[config.mk]
export PLATFORM = sky130hd
export DESIGN_NAME = uart_frame_decoder
export DESIGN_NICKNAME = d
export VERILOG_FILES = /design/src/rtl/uart_frame_decoder.sv
export SDC_FILE = /design/constraint.sdc
export NUM_CORES = 1
export LEC_CHECK = 0
export CAP_MARGIN = 0
export CORE_MARGIN = 1.5
export CORE_UTILIZATION = 50
export CTS_CLUSTER_DIAMETER = 100
export CTS_CLUSTER_SIZE = 16
export DETAILED_ROUTE_END_ITERATION = 8
export PLACE_DENSITY_LB_ADDON = 0.3
export SLEW_MARGIN = 40
export SYNTH_ARGS = -nofsm -noshare
export SYNTH_HDL_FRONTEND = slang
export SYNTH_SLANG_ARGS = --single-unit
[constraint.sdc]
create_clock -name clk -period 3.7 [get_ports clk]
set_input_delay 0.555 -clock clk [delete_from_list [all_inputs] [get_ports clk]]
set_output_delay 0.555 -clock clk [all_outputs]
set_load 0.01 [all_outputs]
[src/rtl/uart_frame_decoder.sv]
`default_nettype none
// ============================================================================
// Module   : uart_frame_decoder
// Purpose  : Assembles UART bytes into SYNC/LEN/payload/CHK frames, buffers the
//            payload and releases it on a valid/ready stream once CHK passes.
// Revision : 1.0 - initial release
// ============================================================================
module uart_frame_decoder #(
  parameter logic [7:0] SYNC_BYTE      = 8'hA5,
  parameter int         MAX_LEN        = 16,
  parameter int         TIMEOUT_CYCLES = 20000
) (
  input  logic       clk,
  input  logic       rst,
  input  logic       rx_done,
  input  logic [7:0] rx_data,
  output logic [7:0] out_data,
  output logic       out_valid,
  input  logic       out_ready,
  output logic       out_last,
  output logic       frame_ok,
  output logic       frame_err,
  output logic [1:0] err_code,
  output logic       overrun,
  output logic       busy
);

  localparam int             AW        = (MAX_LEN > 1) ? $clog2(MAX_LEN) : 1;
  localparam int             CW        = $clog2(TIMEOUT_CYCLES + 1);
  localparam logic [CW-1:0]  TMO_LAST  = CW'(TIMEOUT_CYCLES - 1);
  localparam logic [7:0]     MAX_LEN_B = 8'(MAX_LEN);

  typedef enum logic [2:0] {
    ST_HUNT    = 3'd0,
    ST_LEN     = 3'd1,
    ST_PAYLOAD = 3'd2,
    ST_CHECK   = 3'd3,
    ST_SEND    = 3'd4
  } state_t;

  state_t        state_q, state_d;
  logic          s1_q, s2_q, s3_q;
  logic [CW-1:0] tmo_cnt_q, tmo_cnt_d;
  logic [7:0]    acc_q, acc_d;
  logic [7:0]    len_q, len_d;
  logic [7:0]    wptr_q, wptr_d;
  logic [7:0]    rptr_q, rptr_d;
  logic [7:0]    out_data_q, out_data_d;
  logic          out_valid_q, out_valid_d;
  logic          out_last_q, out_last_d;
  logic          frame_ok_q, frame_ok_d;
  logic          frame_err_q, frame_err_d;
  logic [1:0]    err_code_q, err_code_d;
  logic          overrun_q, overrun_d;
  logic          busy_q, busy_d;

  logic [7:0]    buf_mem [MAX_LEN];
  logic          buf_we;
  logic          byte_evt;
  logic          in_frame;
  logic          tmo_hit;
  logic          xfer;
  logic [7:0]    rptr_inc;

  assign byte_evt = s2_q & ~s3_q;
  assign in_frame = (state_q == ST_LEN) || (state_q == ST_PAYLOAD) || (state_q == ST_CHECK);
  assign tmo_hit  = in_frame && (tmo_cnt_q == TMO_LAST);
  assign xfer     = out_valid_q & out_ready;
  assign rptr_inc = rptr_q + 8'd1;

  always_comb begin
    state_d     = state_q;
    tmo_cnt_d   = '0;
    acc_d       = acc_q;
    len_d       = len_q;
    wptr_d      = wptr_q;
    rptr_d      = rptr_q;
    out_data_d  = out_data_q;
    out_valid_d = out_valid_q;
    out_last_d  = out_last_q;
    frame_ok_d  = 1'b0;
    frame_err_d = 1'b0;
    err_code_d  = err_code_q;
    overrun_d   = 1'b0;
    buf_we      = 1'b0;

    if (in_frame) begin
      tmo_cnt_d = byte_evt ? '0 : tmo_cnt_q + 1'b1;
    end

    // An expiring timeout swallows any byte landing in the same cycle.
    if (tmo_hit) begin
      frame_err_d = 1'b1;
      err_code_d  = 2'd3;
      tmo_cnt_d   = '0;
      state_d     = ST_HUNT;
    end else begin
      case (state_q)
        ST_HUNT: begin
          if (byte_evt && (rx_data == SYNC_BYTE)) begin
            acc_d   = 8'h00;
            state_d = ST_LEN;
          end
        end
        ST_LEN: begin
          if (byte_evt) begin
            if ((rx_data == 8'h00) || (rx_data > MAX_LEN_B)) begin
              frame_err_d = 1'b1;
              err_code_d  = 2'd1;
              state_d     = ST_HUNT;
            end else begin
              len_d   = rx_data;
              acc_d   = rx_data;
              wptr_d  = 8'h00;
              state_d = ST_PAYLOAD;
            end
          end
        end
        ST_PAYLOAD: begin
          if (byte_evt) begin
            buf_we = 1'b1;
            acc_d  = acc_q + rx_data;
            wptr_d = wptr_q + 8'd1;
            if ((wptr_q + 8'd1) == len_q) begin
              state_d = ST_CHECK;
            end
          end
        end
        ST_CHECK: begin
          if (byte_evt) begin
            if ((acc_q + rx_data) == 8'h00) begin
              frame_ok_d  = 1'b1;
              rptr_d      = 8'h00;
              out_valid_d = 1'b1;
              out_data_d  = buf_mem[AW'(0)];
              out_last_d  = (len_q == 8'd1);
              state_d     = ST_SEND;
            end else begin
              frame_err_d = 1'b1;
              err_code_d  = 2'd2;
              state_d     = ST_HUNT;
            end
          end
        end
        ST_SEND: begin
          overrun_d = byte_evt;
          if (xfer) begin
            if (out_last_q) begin
              out_valid_d = 1'b0;
              out_last_d  = 1'b0;
              out_data_d  = 8'h00;
              state_d     = ST_HUNT;
            end else begin
              // Preload the next byte so out_data/out_last stay registered.
              rptr_d     = rptr_inc;
              out_data_d = buf_mem[rptr_inc[AW-1:0]];
              out_last_d = (rptr_inc == (len_q - 8'd1));
            end
          end
        end
        default: begin
          state_d = ST_HUNT;
        end
      endcase
    end

    busy_d = (state_d != ST_HUNT);
  end

  always_ff @(posedge clk or negedge rst) begin
    if (!rst) begin
      state_q     <= ST_HUNT;
      s1_q        <= 1'b0;
      s2_q        <= 1'b0;
      s3_q        <= 1'b0;
      tmo_cnt_q   <= '0;
      acc_q       <= 8'h00;
      len_q       <= 8'h00;
      wptr_q      <= 8'h00;
      rptr_q      <= 8'h00;
      out_data_q  <= 8'h00;
      out_valid_q <= 1'b0;
      out_last_q  <= 1'b0;
      frame_ok_q  <= 1'b0;
      frame_err_q <= 1'b0;
      err_code_q  <= 2'd0;
      overrun_q   <= 1'b0;
      busy_q      <= 1'b0;
    end else begin
      state_q     <= state_d;
      s1_q        <= rx_done;
      s2_q        <= s1_q;
      s3_q        <= s2_q;
      tmo_cnt_q   <= tmo_cnt_d;
      acc_q       <= acc_d;
      len_q       <= len_d;
      wptr_q      <= wptr_d;
      rptr_q      <= rptr_d;
      out_data_q  <= out_data_d;
      out_valid_q <= out_valid_d;
      out_last_q  <= out_last_d;
      frame_ok_q  <= frame_ok_d;
      frame_err_q <= frame_err_d;
      err_code_q  <= err_code_d;
      overrun_q   <= overrun_d;
      busy_q      <= busy_d;
    end
  end

  // Payload storage needs no reset; contents are only read after being written.
  always_ff @(posedge clk) begin
    if (buf_we) begin
      buf_mem[wptr_q[AW-1:0]] <= rx_data;
    end
  end

  assign out_data  = out_data_q;
  assign out_valid = out_valid_q;
  assign out_last  = out_last_q;
  assign frame_ok  = frame_ok_q;
  assign frame_err = frame_err_q;
  assign err_code  = err_code_q;
  assign overrun   = overrun_q;
  assign busy      = busy_q;

endmodule
`default_nettype wire

; ---- Word level (Yosys, flattened, before mapping)
; Memories as Yosys holds them, arrays and structs flattened.
; Cells that the tools add are included.
[word_totals]
mem_bits_rw = 128
memories = 1
ff_bits = 69
elab_cells = 137
in_bits = 12
[memory_table]
columns = memory, depth, width, read_ports, rd_clocked_by_memory_dff, wr, line
row1 = buf_mem, 16, 8, 2, 0, 1, 57  ; logic [7:0] buf_mem [MAX_LEN];
[classes]
add_sub_neg = 5
bitwise_logic = 5
eq_ne = 22
reduce_logical = 20
n_mux = 66
n_lt_le_gt_ge = 1
[ops]
columns = operator, n
row1 = $mux W8, 15
row2 = $pmux W8 S2, 3
row3 = $mux W15, 3
row4 = $mux W3, 9
row5 = $mux W1, 24
row6 = $pmux W8 S3, 1
row7 = $reduce_and A6 Y1, 3
row8 = $add A8 B1 Y8 const B, 2
row9 = $eq A8 B8 Y1, 2
row10 = $logic_not A8 Y1, 2
row11 = $ne A2 B2 Y1 const B, 8
row12 = $add A15 B1 Y15 const B, 1
row13 = $eq A15 B15 Y1 const B, 1
row14 = $pmux W3 S5, 1
row15 = $reduce_and A5 Y1, 3
row16 = $mux W2, 6
row17 = $ne A3 B3 Y1 const B, 3
row18 = $reduce_bool A3 Y1, 3
row19 = $add A8 B8 Y8, 1
row20 = $eq A8 B1 Y1 const B, 1
row21 = $eq A8 B8 Y1 const B, 1
row22 = $gt A8 B5 Y1 const B, 1
row23 = $sub A8 B1 Y8 const B, 1
row24 = $eq A3 B2 Y1 const B, 2
row25 = other kinds (13), 22

; ---- Depth between registers and ports, before layout
; Gate-level depths: netlist of the first run.
[logic_depth]
word_depth = 7
mapped_depth = 10
ltp_nobuf = 9

; ---- Worst setup path after synthesis of the first run
; OpenSTA, ideal clock, no wires.
[synth_path]
path_type = input-to-reg
from = input rx_data[0]
to = register out_data_q[0], in the netlist out_data[0]
cell_stages = 10
n_path_buf = 1
path_slack_ps = 714
arrival_ps = 2861
setup_time_ps = 125
path_cell_list = ha_1 -> fa_1 -> a211o_1 -> a21o_1 -> a311oi_1 -> nand2_1 -> o21ai_2 -> and2b_2 -> buf_6 -> mux2_4
[synth_via]
elab_chain_cells = 4
[synth_lines]
columns = item, line
row1 = "start, declared", 16  ; input logic [7:0] rx_data,
row2 = $add A8 B8 Y8, 131  ; if ((acc_q + rx_data) == 8'h00) begin
row3 = $logic_not A8 Y1, 131
row4 = $ne A2 B1 Y1 (no line), n/a
row5 = $reduce_and A5 Y1 (no line), n/a
row6 = "end signal, assigned", 199  ; out_data_q <= out_data_d;
row7 = "end, declared", 48  ; logic [7:0] out_data_q, out_data_d;
; No other way between the ends.
; A chain may end at the register's enable or synchronous reset.

; ---- Worst setup path after layout of the first run
[layout_path]
from = input rx_data[0]
to = register out_data_q[4], in the netlist out_data[4]
; The elaborated chain is that of the path after synthesis.

==> results of run 1 <==
==> state kept, by name, indices dropped and copies added (netlist names), 2 cells and up <==
name and count:
acc_q 8, state_q 3, rptr_q 8, len_q 8
wptr_q 8, tmo_cnt_q 15, err_code 2, buf_mem 128
out_data 8
==> stage by stage <==
step           std cells  area [sq um]  TNS, ps  utilization (%)
4_1_cts              904         10400        0             57.7
6_report             904         10400        0             57.7
5_1_grt              904         10400        0             57.7
3_3_place_gp         872          9720        0             54.1
3_5_place_dp         872          9720     -278             54.1
2_1_floorplan        619          9130        0                -
==> Yosys cell counts, types with 3 or more instances <==
master     count
mux2_2         8
nand2_1       31
a22o_1        10
o2bb2ai_1      4
o21bai_1       4
mux2_4         8
mux4_1        21
ha_1          15
mux4_2        19
inv_1         15
nand4_1        6
a31oi_1        7
xnor2_1       26
and4_1         4
nor2b_1        4
nor4_1         5
nor3b_1        4
a22oi_1        3
a211o_1        3
or2_2          3
dfrtp_1       69
nand3_1       17
edfxtp_1     128
or3_1          4
buf_2          6
or4_1          4
clkbuf_1      12
and3_1         8
a21o_1         7
a21oi_1       16
nor3_1         6
nor2_1        51
and2_1        10
xor2_1        21
o21ai_0       18
buf_6          5
==> layout make-up <==
| class | instances | share of cell area (%) |
|---|---|---|
| Clock buffer | 17 | 4.10 |
| Clock inverter | 15 | 2.09 |
| Inverter | 15 | 0.543 |
| Multi-Input combinational cell | 384 | 32.6 |
| Sequential cell | 197 | 53.7 |
| Tap cell | 229 | 2.76 |
| Timing Repair Buffer | 47 | 4.15 |
==> path summary, 6_finish.rpt <==
path | endpoint | cells past startpoint | from | slack (ps)
min in group clk | s2_q$_DFF_PN0_ | 0 | s1_q$_DFF_PN0_ | 350
max reg2reg | out_data[4]$_DFFE_PN0P_ | 10 | acc_q[0]$_DFFE_PN0P_ | 630
min | out_data[4]$_DFFE_PN0P_ | 1 | rst | 110
min reg2reg | s2_q$_DFF_PN0_ | 0 | s1_q$_DFF_PN0_ | 350
max in group asynchronous | tmo_cnt_q[3]$_DFF_PN0_ | 2 | rst | 2970
max | out_data[4]$_DFFE_PN0P_ | 11 | rx_data[0] | 410
==> placed cells by master (no fill, tap or decap), types with 5 or more instances in the layout <==
master           netlist  routed
nor4_1                 5       5
a22o_1                10      10
and3_1                 8       8
inv_1                 15      15
mux2_2                 8       8
clkdlybuf4s50_1        0      26
xor2_1                21      21
a21o_1                 7       7
nor2_1                51      50
mux4_1                21      21
clkbuf_16              0      17
nand3_1               17      17
nand2_1               31      31
nand4_1                6       6
edfxtp_1             128     128
and2_1                10      10
o21ai_0               18      18
nor3_1                 6       5
buf_4                  0      20
xnor2_1               26      26
a21oi_1               16      16
a31oi_1                7       7
dfrtp_1               69      68
ha_1                  15      15
mux2_4                 8       8
mux4_2                19      19
==> worst reg2reg max path: stages, from the launching register on <==
cell	delay, ps
dfrtp_1	390
ha_1	210
fa_1	430
a211o_1	320
a21o_1	170
a311oi_1	350
nand2_1	150
o21ai_2	260
and2b_2	230
buf_12	150
mux2_4	310
==> routing by layer <==
| metal | wire length (um) | vias up | global-route usage [%] |
|---|---|---|---|
| met1 | 8330 | 2800 | 28.6 |
| li1 | - | 2466 | - |
| met4 | 218 | 0 | 5.71 |
| met5 | 0 | - | 0 |
| met2 | 9990 | 139 | 35.8 |
| met3 | 741 | 16 | 3.74 |
==> power by group through the flow <==
stage	sequential [mW]	clock (mW)	combinational [mW]
2_1_floorplan	2.49	0	0.316
3_3_place_gp	2.51	0	0.435
3_5_place_dp	2.52	0	0.456
4_1_cts	2.47	2.03	0.459
5_1_grt	2.48	2.11	0.512
6_report	2.47	1.99	0.459
==> cell families after synthesis <==
kind of cell    synth area share (%)
compound gates                  6.86
xor+xnor                        4.86
fa+ha+maj                       2.27
buf+inv                         2.05
flops                           61.0
mux                             13.0
simple gates                    9.93
==> impl_metrics.csv, run 1 <==
group,metric,value,unit
pwr,ir_worst_vdd,0.249,mV
yosys,synth_top_area_share,42.1,%
yosys,seq_area_frac_synth,61.0,%
clock_tree,cts_max_path_buffers,2,
clock_tree,ctsHtreeMaxLevel,4,
yosys,ys_ff_latch,197,
worst_setup_path,endpoint_kind,"flip-flop",
layout,seqCellArea,0.00557,sq mm
timing,worst_pin_slew,753,ps
worst_setup_path,crit_fanout,11,
pwr,p_clk_share,40.4,%
drt,vias,5421,
pwr,pwr-share-seq,50.2,%
yosys,ys_types,64,
layout,multi_input_area,0.00338,sq mm
clock_tree,post_cts_buffers,0,
yosys,syn-cell-area,0.00913,sq mm
grt,track_usage,21.2,%
timing,setup_ws,414,ps
yosys,ys_warn_count,0,
timing,hold_violations,0,
worst_setup_path,cpPeakStageDelay,450,ps
die,die_h,138,um
drt,wl,19300,um
timing,rsz0062_at_grt,"false",
grt,gr-total-overflow,0,
pwr,p_sw_share,24.0,%
pwr,combPwrFrac,9.3,%
drt,wl_per_cell,21.3,um
min_path,min_path_type,"in -> async",
timing,skew,17.7,ps
pwr,power_density,475,mW/mm^2
drt,drt_iter0_drc,428,
drt,postRouteAntennaNets,0,
timing,slew_headroom,49.8,%
timing,post-route-min-period,3290,ps
pwr,total_power,4.92,mW
yosys,synth-edff-count,128,
grt,antenna_found_initial,0,
yosys,synth.area.top_cells,"edfxtp_1, dfrtp_1, mux4_1",
clock_tree,clk_pin_slew,80,ps
layout,area_growth,13.5,%
timing,setup_violations,0,
clock_tree,clock-sinks,197,
placement,hpwl,13300,um
clock_tree,numCtsBuffers,17,
grt,grt_max_degree,44,
timing,max_freq,304,MHz
flow_run,cap_violations,0,
die,floorplan.initialDensity,50.8,%
clock_tree,cts_repair_resize_count,0,
die,die_area,0.0191,sq mm
drt,drc,0,
clock_tree,tritoncts,"done",
layout,drive_gt1_share,16.0,%
yosys,syn_inst,619,
grt,grt_pass1_wl,31000,um
die,core_area,0.0180,sq mm
layout,fillers,1353,
timing,holdWs,113,ps
drt,drt_first_pass_iters,5,
worst_setup_path,worstPathRequired,4030,ps
outcome,status,"finished clean",
yosys,async_reset_ff_share,35.0,%
clock_tree,hold_buffers,0,
placement,port_buffers,27,
worst_setup_path,crit_path_cell_trace,"clkdlybuf4s50_1, ha_1, fa_1, a211o_1, a21o_1, a311oi_1, nand2_1, o21ai_2, and2b_2, buf_12, mux2_4",
die,die_x,138,um
pwr,p_int,3.74,mW
worst_setup_path,crit_path_start_kind,"primary input",
yosys,yosysTopAreaCell,"edfxtp_1",
layout,fin_nets,690,
clock_tree,cts-root-buf,"clkbuf_16",
pwr,leakagePower,3.82,nW
worst_setup_path,path_class,"in -> reg",
drt,via_per_inst,6.00,
worst_setup_path,slowest_stage,"clkdlybuf4s50_1",
die,rows,49,
timing,fin_crit_sh,88.8,%
worst_setup_path,cp.arrival,3610,ps
die,num_io_pins,28,
timing,maxSlewViolCount,0,
pwr,power_switching,1.18,mW
clock_tree,clock_latency,440,ps
placement,gp_congestion,0.875,
yosys,syn_avg_cell_area,14.8,sq um
layout,diodes,0,
worst_setup_path,path_buf_inv,2,
yosys,syn-num-nets,647,
placement,preCtsSetupSlack,-50.4,ps
yosys,synthFlopType,"edfxtp_1",
worst_setup_path,critPathTopFamily,"compound AO/OA/AOI/OAI gates",
grt,grt_pass1_vias,5516,
Note: power is estimated with default switching activity, not from simulation.
==> inputs of run 2 (changes only) <==
DONT_BUFFER_PORTS = 1   (was unset)
SKIP_CTS_REPAIR_TIMING = 1   (was unset)
==> impl_metrics.csv, run 2 (synthesized netlist as in run 1, its figures left out) <==
group,metric,value,unit
worst_setup_path,cp.arrival,3540,ps
drt,via_per_inst,6.11,
clock_tree,clock_latency,450,ps
grt,grt_max_degree,70,
worst_setup_path,path_buf_inv,0,
worst_setup_path,crit_path_start_kind,"flip-flop",
layout,area_growth,9.03,%
worst_setup_path,path_class,"reg -> reg",
grt,track_usage,20.7,%
clock_tree,cts-root-buf,"clkbuf_16",
pwr,ir_worst_vdd,0.341,mV
timing,worst_pin_slew,768,ps
timing,setup_violations,0,
drt,postRouteAntennaNets,0,
placement,placed_cells,832,
die,rows,49,
timing,max_freq,311,MHz
min_path,min_path_type,"in -> async",
timing,hold_violations,19,
timing,post-route-min-period,3210,ps
layout,diodes,0,
layout,layoutNonFillerInstCount,864,
die,die_x,138,um
grt,antenna_found_initial,0,
timing,rsz0062_at_grt,"false",
worst_setup_path,crit_path_cell_trace,"ha_1, fa_1, a21o_1, a211o_1, a221oi_1, nand3_1, o21ai_2, and2b_2, mux2_2",
layout,fillers,1413,
drt,vias,5283,
clock_tree,clk_pin_slew,70,ps
timing,skew,10.5,ps
drt,drt_first_pass_iters,5,
worst_setup_path,worstPathRequired,4020,ps
timing,fin_crit_sh,86.8,%
timing,slew_headroom,48.8,%
die,floorplan.initialDensity,50.8,%
clock_tree,ctsHtreeMaxLevel,4,
drt,wl,18900,um
outcome,failed_checks,"hold timing",
clock_tree,cts_max_path_buffers,2,
grt,grt_pass1_vias,5325,
outcome,status,"finished, violations left",
layout,mostFrequentLayoutCells,"edfxtp_1, dfrtp_1, nor2_1",
pwr,power_density,472,mW/mm^2
flow_run,cap_violations,0,
pwr,total_power,4.70,mW
timing,final.setup.tns,0,ps
worst_setup_path,endpoint_kind,"flip-flop",
grt,grt_pass1_wl,30300,um
layout,final_common_cell,"edfxtp_1",
die,num_io_pins,28,
clock_tree,tritoncts,"done",
die,die_h,138,um
worst_setup_path,critPathTopFamily,"compound AO/OA/AOI/OAI gates",
worst_setup_path,slowest_stage,"fa_1",
layout,fin_nets,651,
grt,gr-total-overflow,0,
placement,hpwl,12400,um
placement,port_buffers,0,
layout,largest_reg_flops,128,
die,core_area,0.0180,sq mm
worst_setup_path,crit_fanout,12,
timing,maxSlewViolCount,0,
clock_tree,clock-sinks,197,
timing,holdWs,-7.11,ps
drt,wl_per_cell,21.9,um
worst_setup_path,cpPeakStageDelay,440,ps
layout,drive_gt1_share,14.5,%
placement,gp_congestion,0.895,
die,die_area,0.0191,sq mm
drt,drc,0,
pwr,leakagePower,3.64,nW
drt,drt_iter0_drc,452,
clock_tree,numCtsBuffers,17,
## run 2: worst register-to-register path, stage by stage, from the launching register on
cell and delay [ps]:
dfrtp_1 380, ha_1 230, fa_1 440, a21o_1 180, a211o_1 300, a221oi_1 330, nand3_1 180, o21ai_2 270
and2b_2 400, mux2_2 380
## run 2: final cells by class
cell class | count | area (sq um) | share of cell area, %
Clock buffer | 17 | 425 | 4.27
Tap cell | 229 | 287 | 2.88
Multi-Input combinational cell | 384 | 3390 | 34.0
Timing Repair Buffer | 8 | 80.1 | 0.804
Clock inverter | 14 | 151 | 1.52
Sequential cell | 197 | 5570 | 55.9
Inverter | 15 | 56.3 | 0.565
## run 2: where the power goes
group	total [mW]	internal [mW]	switching [mW]
registers	2.48	2.40	0.0749
logic	0.400	0.170	0.229
clock network	1.83	0.998	0.828
total	4.70	3.57	1.13
## run 2: worst paths after layout
| check | from | endpoint | slack [ps] | cells after the start |
|---|---|---|---|---|
| setup / recovery | acc_q[0]$_DFFE_PN0P_ | out_last$_DFFE_PN0P_ | 490 | 9 |
| setup reg to reg | acc_q[0]$_DFFE_PN0P_ | out_last$_DFFE_PN0P_ | 490 | 9 |
| min in group clk | rx_done | s1_q$_DFF_PN0_ | 130 | 0 |
| hold / removal | rst | len_q[7]$_DFFE_PN0P_ | -7 | 1 |
| hold reg to reg | s1_q$_DFF_PN0_ | s2_q$_DFF_PN0_ | 360 | 0 |
| max in group asynchronous | rst | acc_q[4]$_DFFE_PN0P_ | 3430 | 1 |
## run 2: routing by layer
| metal | global-route usage, % | vias to the layer above | share of wire, % |
|---|---|---|---|
| li1 | - | 2388 | - |
| met1 | 28.3 | 2719 | 44 |
| met2 | 33.5 | 147 | 49 |
| met3 | 3.95 | 29 | 4.4 |
| met4 | 7.15 | 0 | 2.0 |
| met5 | 0 | - | 0 |
## run 2: through the flow
stage,setup WS (ps),hold slack (ps),util [%],instance area (sq um)
after floorplan,714,259,-,9130
after global placement,411,261,52.0,9340
after detailed placement,347,261,52.1,9350
after CTS,499,-209,55.3,9930
after global routing,336,11.1,55.4,9960
final,488,-7.11,55.4,9960
==> RTL edit, RTL diff (config.mk and constraints of run 2) <==
The output `frame_err` loses its register stage (`frame_err_q` becomes a continuous assignment).
--- a/src/rtl/uart_frame_decoder.sv
+++ b/src/rtl/uart_frame_decoder.sv
@@ -184,3 +184,2 @@
       frame_ok_q  <= 1'b0;
-      frame_err_q <= 1'b0;
       err_code_q  <= 2'd0;
@@ -202,3 +201,2 @@
       frame_ok_q  <= frame_ok_d;
-      frame_err_q <= frame_err_d;
       err_code_q  <= err_code_d;
@@ -208,2 +206,4 @@
   end
+
+  assign frame_err_q = frame_err_d;
 
Function: no difference found for any inputs over 4 cycles, from zero or initial values and one cycle with rst low; that may be too few to reach the edited logic, so the function may still have changed.
==> RTL edit against run 2 <==
- the run still ends with negative hold slack left
- routed wire length up 2.4%
- total power up 2.9%
- sequential cell count down 1
- hold slack worse by 0.0030 ns
- design area up 0.85%
- worst setup slack worse by 0.31 ns
- die area down 0.27%
- core utilization up 0.67 points
- synthesized area down 0.27%
- critical endpoint is now frame_err
- largest cell class unchanged
- highest routed layer unchanged
==> RTL edit: results <==
[timing]
whs_ns = -0.01010
slew_headroom = 0.4555
finalHoldViolCount = 22

[global_route]
grt_max_degree = 69
grt_pass1_wl_um = 29810

[cells_and_area]
multi_input_area_share = 0.3408
drive_gt1_frac = 0.1570
clkCellAreaFrac = 0.06329

[power]
cellLeakagePower_nw = 3.664
p_switching_w = 0.001176
combinationalPower_w = 0.000413
peakVddDrop_uv = 351.6
pg_clk_w = 0.00196

[synthesis]
synth_xor_xnor_area_share = 0.04876
async_flop_share = 0.3469
synth_adder_area_share = 0.02280
syn_inst = 618
ys_top_cells_by_area = "edfxtp_1, dfrtp_1, mux4_1"

[outcome]
status = "finished, violations left"
violations = "negative hold slack"

[critical_path]
cp_max_fo = 4
endpoint = "frame_err"

[placed_design]
post-dp-hpwl_um = 12520
place_area_um2 = 9336

[detailed_routing]
first_iter_violations = 563

[cts]
cts_sinks = 196
RTL edit: per-stage QoR:
stage / power, W / hold slack, ns / worst slack, ns
6_report: 0.004838 / -0.01010 / 0.1755
5_1_grt: 0.005016 / 0.004179 / 0.01081
4_1_cts: 0.004819 / -0.2106 / 0.02424
3_5_place_dp: 0.002877 / 0.2614 / 0.3129
3_3_place_gp: 0.002852 / 0.2615 / 0.4240
2_1_floorplan: 0.002793 / 0.2594 / 0.5913
RTL edit: routing by layer:
metal	global-route usage	part of all wire	vias up	wire [µm]
met5	0	0	-	0
met4	0.07465	0.019	0	373
met3	0.04423	0.053	37	1023
met2	0.3574	0.50	167	9664
met1	0.2866	0.43	2692	8296
li1	-	-	2381	-
RTL edit: cell families (layout without fill, tap and decap cells):
logic type | after synthesis | count (layout)
compound gates | 90 | 90
mux | 56 | 56
buf+inv | 38 | 57
simple gates | 173 | 173
xor+xnor | 49 | 49
fa+ha+maj | 16 | 16
flops | 196 | 196
